$ cat src/rtl/tdm_demultiplexer_pkg.sv
// rtl/tdm_demultiplexer_pkg.sv - shared constants and FSM state encoding
//
// Purpose : default frame geometry (channels per frame, bits per slot) and
//           the two-state FSM encoding shared by the demultiplexer and its bench.
// Ports   : none (package).
package tdm_demultiplexer_pkg;

   localparam int N_CH = 4;
   localparam int W    = 8;

   typedef enum logic {
      IDLE  = 1'b0,
      SHIFT = 1'b1
   } state_t;

endpackage

$ cat src/rtl/tdm_demultiplexer_if.sv
// rtl/tdm_demultiplexer_if.sv - serial-in / parallel-out bundle of the demultiplexer
//
// Purpose : groups the serial line, frame sync and the demultiplexed outputs.
// Signals : x     - serial time-multiplexed data bit
//           sync  - high on the first bit of a frame
//           z     - N_CH*W demultiplexed channels, channel k at z[k*W +: W]
//           valid - one-cycle pulse when z takes a complete frame
//           err   - one-cycle pulse when a frame is aborted by an early sync
// Modports: master drives x/sync, slave (the demultiplexer) drives z/valid/err.
interface tdm_demultiplexer_if #(
   parameter int N_CH = tdm_demultiplexer_pkg::N_CH,
   parameter int W    = tdm_demultiplexer_pkg::W
) ();

   logic                x;
   logic                sync;
   logic [N_CH*W-1:0]   z;
   logic                valid;
   logic                err;

   modport master (output x, output sync, input z, input valid, input err);
   modport slave  (input x, input sync, output z, output valid, output err);

endinterface

$ cat src/rtl/tdm_demultiplexer_b2to4_decoder.sv
// rtl/tdm_demultiplexer_b2to4_decoder.sv - 2-to-4 one-hot decoder with enable
//
// Purpose : turns the channel counter into the shadow-register write enables,
//           active only when the end-of-slot strobe is high.
// Ports   : sel - 2-bit channel index
//           en  - end-of-slot strobe
//           dec - one-hot write enables (all zero while en=0)
module b2to4_decoder (
   input  logic [1:0] sel,
   input  logic       en,
   output logic [3:0] dec
);

   always_comb begin
      dec = 4'b0000;
      if (en) begin
         dec = 4'b0001 << sel;
      end
   end

endmodule

$ cat src/rtl/tdm_demultiplexer.sv
// rtl/tdm_demultiplexer.sv - serial TDM frame to parallel channel demultiplexer
//
// Purpose : samples one bit of x per clock, assembles N_CH slots of W bits
//           (channel 0 first, MSB first), publishes a complete frame on z with
//           a one-cycle valid pulse, and flags frames cut short by a new sync.
// Ports   : clock  - rising-edge clock
//           reset_ - asynchronous active-low reset
//           bus    - slave side of tdm_demultiplexer_if (x, sync in; z, valid, err out)
module tdm_demultiplexer
   import tdm_demultiplexer_pkg::*;
#(
   parameter int N_CH = tdm_demultiplexer_pkg::N_CH,
   parameter int W    = tdm_demultiplexer_pkg::W
) (
   input  logic                  clock,
   input  logic                  reset_,
   tdm_demultiplexer_if.slave    bus
);

   localparam int FW = N_CH * W;
   localparam int BW = (W > 1)    ? $clog2(W)    : 1;
   localparam int CW = (N_CH > 1) ? $clog2(N_CH) : 1;

   state_t            state;
   logic [BW-1:0]     bit_cnt;
   logic [CW-1:0]     ch_cnt;
   logic [W-1:0]      shift;
   logic [FW-1:0]     shadow;
   logic [FW-1:0]     z_q;
   logic              valid_q;
   logic              err_q;

   logic              sample;
   logic              last_bit;
   logic              last_ch;
   logic              abort;
   logic              slot_end;
   logic [W-1:0]      new_word;
   logic [N_CH-1:0]   wr_en;
   logic [FW-1:0]     frame_next;

   always_comb begin
      // In IDLE the counters are zero, so a sync there can never look like an abort.
      sample   = (state == SHIFT) || bus.sync;
      last_bit = (bit_cnt == BW'(W - 1));
      last_ch  = (ch_cnt == CW'(N_CH - 1));
      // A sync on the final bit lets the frame finish; anywhere else in SHIFT it aborts.
      abort    = (state == SHIFT) && bus.sync && !(last_bit && last_ch);
      slot_end = sample && !abort && last_bit;
      new_word = {shift[W-2:0], bus.x};
   end

   generate
      if (N_CH == 4) begin : g_dec4
         b2to4_decoder u_dec (
            .sel (ch_cnt),
            .en  (slot_end),
            .dec (wr_en)
         );
      end else begin : g_dec_generic
         assign wr_en = slot_end ? (N_CH'(1) << ch_cnt) : '0;
      end
   endgenerate

   // The finishing slot is merged in combinationally so z can be loaded on the
   // same edge that samples the final bit, without waiting for the shadow write.
   always_comb begin
      frame_next = shadow;
      for (int k = 0; k < N_CH; k++) begin
         if (wr_en[k]) begin
            frame_next[k*W +: W] = new_word;
         end
      end
   end

   always_ff @(posedge clock or negedge reset_) begin
      if (!reset_) begin
         state   <= IDLE;
         bit_cnt <= '0;
         ch_cnt  <= '0;
         shift   <= '0;
         shadow  <= '0;
         z_q     <= '0;
         valid_q <= 1'b0;
         err_q   <= 1'b0;
      end else begin
         valid_q <= 1'b0;
         err_q   <= 1'b0;
         if (sample) begin
            shift <= new_word;
            if (abort) begin
               // The sync-cycle bit becomes bit 0 of the replacement frame.
               err_q   <= 1'b1;
               bit_cnt <= BW'(1);
               ch_cnt  <= '0;
               state   <= SHIFT;
            end else if (last_bit) begin
               bit_cnt <= '0;
               shadow  <= frame_next;
               if (last_ch) begin
                  ch_cnt  <= '0;
                  z_q     <= frame_next;
                  valid_q <= 1'b1;
                  state   <= IDLE;
               end else begin
                  ch_cnt <= ch_cnt + CW'(1);
                  state  <= SHIFT;
               end
            end else begin
               bit_cnt <= bit_cnt + BW'(1);
               state   <= SHIFT;
            end
         end
      end
   end

   assign bus.z     = z_q;
   assign bus.valid = valid_q;
   assign bus.err   = err_q;

endmodule

$ cat src/flat_wrapper.sv
// flat-port wrapper written by rule: the top's interface ports become plain ports
module tdm_demultiplexer_flat import tdm_demultiplexer_pkg::*;
#(
   parameter int N_CH = tdm_demultiplexer_pkg::N_CH,
   parameter int W    = tdm_demultiplexer_pkg::W
)
  (clock, reset_, bus_x, bus_sync, bus_z, bus_valid, bus_err);
  tdm_demultiplexer_if #(.N_CH(N_CH), .W(W)) bus_i ();
  input  logic clock;
  input  logic reset_;
  input wire logic [$bits(bus_i.x)-1:0] bus_x;
  input wire logic [$bits(bus_i.sync)-1:0] bus_sync;
  output wire logic [$bits(bus_i.z)-1:0] bus_z;
  output wire logic [$bits(bus_i.valid)-1:0] bus_valid;
  output wire logic [$bits(bus_i.err)-1:0] bus_err;
  assign bus_i.x = bus_x;
  assign bus_i.sync = bus_sync;
  assign bus_z = bus_i.z;
  assign bus_valid = bus_i.valid;
  assign bus_err = bus_i.err;
  tdm_demultiplexer #(.N_CH(N_CH), .W(W)) u_core (.clock(clock), .reset_(reset_), .bus(bus_i));
endmodule
$ cat config.mk
export PLATFORM = sky130hd
export DESIGN_NAME = tdm_demultiplexer_flat
export DESIGN_NICKNAME = d
export VERILOG_FILES = /design/src/rtl/tdm_demultiplexer_pkg.sv /design/src/rtl/tdm_demultiplexer_if.sv /design/src/rtl/tdm_demultiplexer_b2to4_decoder.sv /design/src/rtl/tdm_demultiplexer.sv /design/src/flat_wrapper.sv
export SDC_FILE = /design/constraint.sdc
export NUM_CORES = 1
export LEC_CHECK = 0
export CAP_MARGIN = 20
export CORE_ASPECT_RATIO = 1.75
export CORE_MARGIN = 3
export CORE_UTILIZATION = 49
export CTS_CLUSTER_SIZE = 10
export DETAILED_ROUTE_END_ITERATION = 16
export PLACE_DENSITY = 0.71
export SLEW_MARGIN = 20
export SYNTH_ARGS = -nofsm -noshare
export SYNTH_HDL_FRONTEND = slang
export SYNTH_SLANG_ARGS = --single-unit
$ cat constraint.sdc
create_clock -name clock -period 2.7 [get_ports clock]
set_clock_uncertainty 0.05 [all_clocks]
set_input_delay 0.27 -clock clock [delete_from_list [all_inputs] [get_ports clock]]
set_output_delay 0.27 -clock clock [all_outputs]
set_load 0.05 [all_outputs]
==> impl_results.md <==
- DR pass1 iterations: 5
- Worst slack, placed: 0.5022 ns
- Max-slew violations: 0
- Synth area leader: dfrtp_1
- Highest Clock Rate: 456.3 MHz
- Crit Reg-Reg Startpoint: u_core.bit_cnt[0]$_DFFE_PN0N_
- Routed len/inst: 16.90 um
- Die height: 112.5 um
- Fill count: 500
- Crit Path Class: flop to flop
- Period minus WS final: 2.192 ns
- HPWL after DPL: 4.046 mm
- Final Hold Fails: 0
- R2R Setup Slk: 0.51 ns
- Largest net degree at the start of global routing: 72
- Core area: 6228 sq um
- CTS clk-pin slew, worst paths: 0.07 ns
- Crit path capture type: flop
- Layout Utilization: 61.99%
- Setup crit start kind: flop
- CP max FO: 16
- Mapped Nets: 250
- First-pass GRT wire length: 10.39 mm
- Port bufs: 37
- Vias in the first global route: 2070
- Netlist cell types: 28
- Cell leakage power: 1.979 nW
- Cell Area, Synth: 3176 sq um
- MaxCap Viol Count: 0
- Routed wire length: 6.153 mm
- Synth top area share: 55.95%
- Mean Syn Cell Area: 13.23 sq um
- Clk_lat worst skew: 0.34 ns
- Antenna-violating nets left: 0
- Crit path DAT: 2.36 ns
- Rows: 38
- Final worst-path setup slack: 0.5083 ns
- Post-CTS Resized: 0
- Total GRT Usage: 18.44%
- Final Power: 2.294 mW
- Max-slew headroom: 61.79%
- Setup-failing EPs final: 0
- RSZ-0062 raised after global routing: no
- Hold WS: 0.4236 ns
- Ranking of synthesized cells by area: dfrtp_1 (56%), a221o_1 (7.6%), o211a_1 (7.6%)
- Ys Warns: 0
- CTS tree: yes
- Worst Path Required: 2.87 ns
- Residual DRC: 0
- Worst-Margin Slew: 0.5731 ns
- Status: finished clean
- Synth Register Bits: 71
- Antenna cells: 0
- DR vias: 2055
- Clock Tree Root: clkbuf_8
- Setup_tns: 0 ns
- R2r endpoint: u_core.shadow[4]$_DFFE_PN0P_
- Peak VDD IR: 0.3017 mV
- Nets: 289
- # IOs: 38
- Initial core utilization: 50.98%
- Initial antenna violation count: 0
- Layout area overhead: 21.59%
- Fin crit share: 81.17%
- Die span in x: 66.86 um
- GR Overflow Total: 0
- Hold Path Class: input pin to async pin
- Via density: 5.646
- Deepest clock path buffer count: 2
- Initial DRC Count: 133
- CTS HTree Levels: 3
- Share of layout cells above drive strength 1: 15.14%
- Seq/Total Area, Yosys: 55.95%
- Die ar.: 7521 sq um
- RD Place Congestion: 0.7602
- CTS Buf Count: 9
- Reg2reg path depth: 5
- TritonCTS Sinks: 71
- PD cells: 594.0 nW/um^2
- Syn Inst Count: 240
[how the worst max path moves through the flow]
stage / cells past startpoint / from / slack (ns) / end
2_1_floorplan: 8 / u_core.bit_cnt[0]$_DFFE_PN0N_ / 0.80 / u_core.bus.z[0]$_DFFE_PN0P_
3_3_place_gp: 5 / bus_sync / 0.55 / u_core.shadow[11]$_DFFE_PN0P_
3_5_place_dp: 5 / bus_sync / 0.50 / u_core.shadow[2]$_DFFE_PN0P_
4_1_cts: 5 / u_core.bit_cnt[0]$_DFFE_PN0N_ / 0.49 / u_core.shadow[4]$_DFFE_PN0P_
5_1_grt: 6 / u_core.bit_cnt[0]$_DFFE_PN0N_ / 0.35 / u_core.bus.z[5]$_DFFE_PN0P_
6_report: 5 / u_core.bit_cnt[0]$_DFFE_PN0N_ / 0.51 / u_core.shadow[4]$_DFFE_PN0P_
[metal layers]
metal  routed length [um]  global-route usage, %
met1                 2698                  24.20
met2                 3142                  28.78
met3                  214                  4.605
met4                   98                  7.724
met5                    0                      0
[metrics by stage]
| step | cells | area [sq um] |
|---|---|---|
| 2_1_floorplan | 240 | 3176 |
| 3_3_place_gp | 347 | 3610 |
| 3_5_place_dp | 347 | 3610 |
| 4_1_cts | 364 | 3861 |
| 5_1_grt | 364 | 3861 |
| 6_report | 364 | 3861 |
[area by class of cell]
class / count / area (sq um) / share of cell area, %
multi-input cells: 147 / 1280 / 33.15
inverters: 4 / 15.01 / 0.3889
clock inverters: 4 / 76.32 / 1.977
well taps: 80 / 100.1 / 2.592
clock buffers: 12 / 165.2 / 4.277
flip-flops and latches: 71 / 1777 / 46.01
repair buffers: 46 / 447.9 / 11.60
[cells in the mapped netlist]
| cell type | n |
|---|---|
| and2_1 | 7 |
| xor2_1 | 1 |
| nor2_4 | 3 |
| clkbuf_1 | 8 |
| buf_2 | 5 |
| o211ai_2 | 2 |
| a221o_1 | 24 |
| dfrtp_1 | 71 |
| o21ai_0 | 7 |
| mux2_1 | 20 |
| nand2_1 | 28 |
| buf_4 | 2 |
| or3_1 | 1 |
| maj3_1 | 1 |
| and3b_1 | 1 |
| o211ai_4 | 2 |
| o211a_1 | 24 |
| nor2_1 | 5 |
| o31a_1 | 1 |
| mux2i_1 | 1 |
| inv_1 | 3 |
| nand3_1 | 1 |
| buf_6 | 3 |
| mux2_2 | 6 |
| inv_2 | 1 |
| ha_1 | 6 |
| a21oi_1 | 2 |
| mux2_4 | 4 |
[timing repair]
item                      in CTS  in global routing
hold buffers                   1                  0
hold endpoints to repair      71                  0
buffers inserted               0                  0
[where the power goes]
part           internal [mW]  total (mW)  switching, mW
Clock                  0.597       0.975          0.378
Sequential              1.13        1.18         0.0473
Combinational         0.0661       0.137         0.0705
Total                   1.80        2.29          0.496
[critical path: stages (launching register included)]
cell	delay (ns)
dfrtp_1	0.37
ha_1	0.15
ha_1	0.45
o211ai_4	0.24
nor2_4	0.43
mux2_1	0.38
[layout by cell type, fill, tap and decap left out, drive strengths merged]
cell / instances
mux2i: 1
buf: 9
a21oi: 2
mux2: 30
o211ai: 4
dfrtp: 71
o21ai: 7
a221o: 24
clkinv: 1
maj3: 1
bufinv: 2
dlygate4sd3: 1
clkinvlp: 1
clkbuf: 12
ha: 6
and2: 7
nand2: 28
xor2: 1
o211a: 24
or3: 1
clkdlybuf4s50: 36
inv: 4
nor2: 8
o31a: 1
and3b: 1
nand3: 1
[kinds of logic (layout without fill, tap and decap cells)]
group | Yosys count | count (layout) | share of synthesized area (%)
AND/OR/NAND/NOR | 46 | 46 | 6.974
adder cells (fa/ha/maj) | 7 | 7 | 2.679
flip-flops | 71 | 71 | 55.95
XOR/XNOR | 1 | 1 | 0.2759
multiplexers | 31 | 31 | 11.43
AO/OA/AOI/OAI | 62 | 62 | 18.95
buffers and inverters | 22 | 66 | 3.743
[flip-flops by register name, indices dropped and copies added, names as in the netlist]
signal / count
u_core.bus.valid: 1
u_core.bus.err: 1
u_core.shift: 7
u_core.bit_cnt: 3
u_core.shadow: 24
u_core.ch_cnt: 2
u_core.state: 1
u_core.bus.z: 32
No activity file was read; power rests on OpenSTA's default activity.
